File: src/rtl/arvi_fetch_pkg.sv
// Shared types and constants for the instruction-fetch stage.
// XLEN and PC_RESET defaults apply only if arvi_defines.svh has not already defined them.
`ifndef XLEN
`define XLEN 32
`endif
`ifndef PC_RESET
`define PC_RESET 32'h8000_0000
`endif

package arvi_fetch_pkg;

    typedef enum logic [1:0] {
        FS_IDLE = 2'd0,
        FS_REQ  = 2'd1,
        FS_DROP = 2'd2
    } fetch_state_t;

    localparam int unsigned INST_BYTES = 4;

endpackage

File: src/rtl/fetch_fifo.sv
// Synchronous prefetch FIFO: push at tail, pop at head, single-cycle flush.
// Pop on empty is ignored; push on full is accepted only if a pop frees the slot.
module fetch_fifo #(
    parameter  int unsigned WIDTH = 64,
    parameter  int unsigned DEPTH = 4,
    localparam int unsigned AW    = $clog2(DEPTH),
    localparam int unsigned CW    = AW + 1
) (
    input  logic             i_clk,
    input  logic             i_rst,
    input  logic             push,
    input  logic [WIDTH-1:0] push_data,
    input  logic             pop,
    input  logic             flush,
    output logic [CW-1:0]    count,
    output logic [WIDTH-1:0] head
);

    localparam logic [CW-1:0] DEPTH_C = CW'(DEPTH);

    logic [WIDTH-1:0] mem [DEPTH];
    logic [AW-1:0]    wr_ptr;
    logic [AW-1:0]    rd_ptr;
    logic             do_push;
    logic             do_pop;

    always_comb begin
        do_pop  = pop && (count != '0);
        do_push = push && ((count != DEPTH_C) || do_pop);
    end

    always_ff @(posedge i_clk) begin
        if (i_rst || flush) begin
            wr_ptr <= '0;
            rd_ptr <= '0;
            count  <= '0;
        end else begin
            if (do_push) begin
                wr_ptr <= wr_ptr + AW'(1);
            end
            if (do_pop) begin
                rd_ptr <= rd_ptr + AW'(1);
            end
            count <= count + CW'(do_push) - CW'(do_pop);
        end
    end

    // Storage carries no reset; occupancy alone decides what is meaningful.
    always_ff @(posedge i_clk) begin
        if (!i_rst && !flush && do_push) begin
            mem[wr_ptr] <= push_data;
        end
    end

    assign head = mem[rd_ptr];

endmodule

File: src/rtl/fetch_unit.sv
// Decoupled instruction-fetch stage: owns the fetch PC, issues one word request at a time,
// and buffers returned words with their PCs for decode; redirect flushes and restarts fetch.
module fetch_unit
    import arvi_fetch_pkg::*;
#(
    parameter  int unsigned            XLEN       = `XLEN,
    parameter  logic [XLEN-1:0]        PC_RESET   = `PC_RESET,
    parameter  int unsigned            FIFO_DEPTH = 4,
    localparam int unsigned            CW         = $clog2(FIFO_DEPTH) + 1
) (
    input  logic            i_clk,
    input  logic            i_rst,
    output logic            o_req,
    output logic [XLEN-1:0] o_addr,
    input  logic            i_mem_ready,
    input  logic [XLEN-1:0] i_mem_data,
    output logic            o_valid,
    output logic [XLEN-1:0] o_inst,
    output logic [XLEN-1:0] o_pc,
    input  logic            i_ready,
    input  logic            i_redirect,
    input  logic [XLEN-1:0] i_redirect_pc,
    output logic [CW-1:0]   o_count
);

    localparam logic [CW-1:0]   DEPTH_C = CW'(FIFO_DEPTH);
    localparam logic [XLEN-1:0] STEP    = XLEN'(INST_BYTES);

    fetch_state_t    state;
    fetch_state_t    state_next;
    logic [XLEN-1:0] fetch_pc;
    logic [XLEN-1:0] fetch_pc_next;
    logic [XLEN-1:0] req_pc;
    logic [XLEN-1:0] req_pc_next;

    logic              push;
    logic              pop;
    logic              flush;
    logic [CW-1:0]     count;
    logic [2*XLEN-1:0] head;
    logic              head_valid;
    logic [XLEN-1:0]   redirect_pc;
    logic [XLEN-1:0]   pc_inc;
    logic [CW-1:0]     occ_after_pop;
    logic [CW-1:0]     occ_after_push_pop;

    fetch_fifo #(
        .WIDTH (2 * XLEN),
        .DEPTH (FIFO_DEPTH)
    ) u_fifo (
        .i_clk     (i_clk),
        .i_rst     (i_rst),
        .push      (push),
        .push_data ({i_mem_data, req_pc}),
        .pop       (pop),
        .flush     (flush),
        .count     (count),
        .head      (head)
    );

    // Redirect suppresses the pop so a flushed head is never reported as consumed.
    always_comb begin
        head_valid         = (count != '0);
        pop                = head_valid && i_ready && !i_redirect;
        redirect_pc        = i_redirect_pc & ~XLEN'(3);
        pc_inc             = req_pc + STEP;
        occ_after_pop      = count - CW'(pop);
        occ_after_push_pop = count + CW'(1) - CW'(pop);
    end

    always_ff @(posedge i_clk) begin
        if (i_rst) begin
            state    <= FS_IDLE;
            fetch_pc <= PC_RESET;
            req_pc   <= PC_RESET;
        end else begin
            state    <= state_next;
            fetch_pc <= fetch_pc_next;
            req_pc   <= req_pc_next;
        end
    end

    always_comb begin
        state_next    = state;
        fetch_pc_next = fetch_pc;
        req_pc_next   = req_pc;
        push          = 1'b0;
        flush         = 1'b0;
        case (state)
            FS_IDLE: begin
                if (i_redirect) begin
                    flush         = 1'b1;
                    fetch_pc_next = redirect_pc;
                    req_pc_next   = redirect_pc;
                    state_next    = FS_REQ;
                end else if (occ_after_pop < DEPTH_C) begin
                    req_pc_next = fetch_pc;
                    state_next  = FS_REQ;
                end
            end
            FS_REQ: begin
                if (i_mem_ready && i_redirect) begin
                    flush         = 1'b1;
                    fetch_pc_next = redirect_pc;
                    req_pc_next   = redirect_pc;
                end else if (i_mem_ready) begin
                    push          = 1'b1;
                    fetch_pc_next = pc_inc;
                    if (occ_after_push_pop < DEPTH_C) begin
                        req_pc_next = pc_inc;
                    end else begin
                        state_next = FS_IDLE;
                    end
                end else if (i_redirect) begin
                    // Address must hold until the stale response arrives.
                    flush         = 1'b1;
                    fetch_pc_next = redirect_pc;
                    state_next    = FS_DROP;
                end
            end
            FS_DROP: begin
                if (i_redirect) begin
                    flush         = 1'b1;
                    fetch_pc_next = redirect_pc;
                end
                if (i_mem_ready) begin
                    req_pc_next = i_redirect ? redirect_pc : fetch_pc;
                    state_next  = FS_REQ;
                end
            end
            default: begin
                state_next = FS_IDLE;
            end
        endcase
    end

    always_comb begin
        o_req   = (state != FS_IDLE);
        o_addr  = req_pc;
        o_valid = head_valid;
        o_inst  = head_valid ? head[2*XLEN-1:XLEN] : '0;
        o_pc    = head_valid ? head[XLEN-1:0] : '0;
        o_count = count;
    end

endmodule

File: config.mk
export PLATFORM = sky130hd
export DESIGN_NAME = fetch_unit
export DESIGN_NICKNAME = d
export VERILOG_FILES = /design/src/rtl/arvi_fetch_pkg.sv /design/src/rtl/fetch_fifo.sv /design/src/rtl/fetch_unit.sv
export SDC_FILE = /design/constraint.sdc
export NUM_CORES = 1
export LEC_CHECK = 0
export ABC_AREA = 1
export BUFFER_PORTS_ARGS = -buffer_cell sky130_fd_sc_hd__buf_2
export CORE_MARGIN = 2
export CORE_UTILIZATION = 45
export CTS_CLUSTER_DIAMETER = 80
export DETAILED_ROUTE_END_ITERATION = 8
export GPL_TIMING_DRIVEN = 1
export HOLD_SLACK_MARGIN = 0.06
export PLACE_DENSITY = 0.73
export SKIP_CTS_REPAIR_TIMING = 1
export SLEW_MARGIN = 5
export SYNTH_ARGS = -nofsm -noshare
export SYNTH_HDL_FRONTEND = slang
export SYNTH_SLANG_ARGS = --single-unit
File: constraint.sdc
create_clock -name i_clk -period 6.1 [get_ports i_clk]
set_input_delay 0.915 -clock i_clk [delete_from_list [all_inputs] [get_ports i_clk]]
set_output_delay 0.915 -clock i_clk [all_outputs]
set_load 0.05 [all_outputs]
==> impl_metrics.yaml <==
status:
  status: "completed"
place:
  gp_congestion: 0.885
  hpwl_um: 23200
  portBuffers: 167
  dp_worst_setup_slack_ns: 1.65
clocking:
  cts_buffers: 36
  ctsHtreeMaxLevel: 2
  clock-sinks: 331
  cts-root-buf: "clkbuf_16"
  clockBufferDepth: 3
  clkTransAtPathRegs_ns: 0.05
  cts_tree: "yes"
  clock_latency_ns: 0.53
timing:
  fmax_ghz: 0.231
  fin_skew_ns: 0.0209
  period_minus_slack_ns: 4.33
  finalWorstSetupSlack_ns: 1.77
  drv_slew: 0
  rsz0062_at_grt: "no"
  setup_violations: 0
  tightest_slew_ns: 1.19
  post-route-period-util_pct: 71.0
  tns_ns: 0
  slew_headroom_pct: 20.8
  hold_viol_final: 0
worst_setup_path:
  required_ns: 5.18
  r2r_slack_ns: 3.06
  end_kind: "output pin"
  cp_data_arrival_time_ns: 3.42
  worst-path-max-fanout: 81
  crit_path_start_kind: "register"
  crit_type: "reg -> out"
die:
  coreArea_mm2: 0.0334
  num_io_pins: 170
  die_y_um: 187
  die-width_um: 187
  rows: 67
  dieArea_mm2: 0.0351
  initial_utilization_pct: 45.4
yosys:
  synth_area_per_cell_um2: 9.08
  synth_edf_count: 256
  yosys_warnings: 0
  synth_ff_type: "edfxtp_1"
  async_flop_share_pct: 0
  ys_seq_area_share_pct: 60.7
  ys_ff_latch: 331
  syn_area_mm2: 0.0151
  synth.net_count: 1745
  yosysUniqueCellTypes: 39
  synthCells: 1668
routing:
  antenna_left: 0
  vias: 12228
  first_pass_iters: 7
  avgRoutedWirePerCell_um: 17.4
  routed_via_density: 5.38
  totalWireLength_um: 39500
  drtIter0Drc: 1203
  drc_errors: 0
global_route:
  grt_max_degree: 89
  antenna_found_initial: 0
  grt_overflow_total: 0
  grt_pass1_wl_um: 61000
  grt_pass1_vias: 11296
  track_usage_pct: 21.9
final_layout:
  nNetsFinal: 1873
  syn2layout_area_growth_pct: 14.6
  drive_gt1_share_pct: 15.0
min_path:
  hold_path.class: "reg -> reg"
pwr:
  max-vdd-ir-drop_mv: 0.196
  p_leak_uw: 0.00680
  p_per_area_mw_per_mm2: 302
run:
  max-cap-violations: 0
## power breakdown
part | internal, uW | switching, uW | leakage, uW
clock network | 1170 | 854 | 0.000531
registers | 2500 | 116 | 0.00292
logic | 154 | 436 | 0.00335
## stage by stage
step	hold WS, ns	power [uW]	area (um^2)	instances	util, %
3_3_place_gp	0.445	3240	16300	2206	48.7
2_1_floorplan	0.436	3060	15100	1668	-
5_1_grt	0.502	5420	17300	2269	52.0
4_1_cts	0.469	5260	17300	2269	52.0
3_5_place_dp	0.453	3250	16300	2206	48.7
6_report	0.471	5240	17300	2271	52.0
## cell type report
type | instances | area, um^2
Multi-Input combinational cell | 1165 | 5260
Clock inverter | 19 | 156
Fill cell | 3023 | 16000
Inverter | 83 | 315
Clock buffer | 44 | 931
Antenna cell | 2 | 5.00
Timing Repair Buffer | 179 | 926
Tap cell | 448 | 561
Sequential cell | 331 | 9190
## synth_stat cells (5+ instances only)
master    instances  share of area, %
a21oi_1         142               4.7
a21oi_2           6              0.35
a22oi_1          22               1.1
buf_1            16              0.40
buf_2            23              0.76
buf_6             5              0.37
clkbuf_1         41               1.0
dfxtp_1          75               9.9
edfxtp_1        256                51
ha_1              7              0.58
inv_1            72               1.8
inv_2             9              0.22
nand2_1         386               9.6
nand2_2           6              0.25
nand3_1          30              0.99
nor2_1          339               8.4
nor2_2           10              0.41
o21ai_0         165               5.5
o21ai_1          13              0.43
xnor2_1           5              0.29
xor2_1           10              0.58
## worst paths after layout
kind | startpoint | to | cells after the start
max reg2reg | state[0] | u_fifo.mem[3][25] | 5
min reg2reg | u_fifo.rd_ptr[1] | register | 2
max | register | o_pc[4] | 5
min | u_fifo.rd_ptr[1] | register | 2
## per-layer routing
metal | share of wire (%) | vias to the layer above | GRT usage, %
met1 | 42 | 5775 | 29.9
met4 | 3.1 | 0 | 7.39
met5 | 0 | - | 0
met3 | 8.6 | 83 | 3.81
li1 | - | 5859 | -
met2 | 46 | 511 | 35.4
## worst max-delay path, stage by stage, from the launching register on
cell and delay, ns:
dfxtp_4 0.66, clkinv_2 0.93, buf_4 0.60, o21ai_0 0.27, a21oi_1 0.13, buf_2 0.25
## logic make-up after synthesis
group | synth area share, %
DFF | 60.7
adders and majority gates | 0.711
and+or+nand+nor | 20.4
xor gates and xnor gates | 0.975
AOI/OAI and AO/OA | 12.4
buffers and inverters | 4.82
## registers in the layout (all words and copies together), names as in the netlist, named ones only
register,flops
fetch_pc,32
o_addr,32
state,2
u_fifo.count,3
u_fifo.wr_ptr,2
u_fifo.rd_ptr,2
u_fifo.mem,256
## cells in the final DEF, fill, tap and decap left out, types with 12 or more instances in the layout
cell         n
clkbuf_16   36
o21ai_0    164
a21oi_1    142
dfxtp_1     73
buf_2      167
nand2_1    386
edfxtp_1   256
nand3_1     30
buf_4       12
o21ai_1     13
inv_1       72
a22oi_1     22
nor2_1     335
Power figures use the tool's default switching activity.
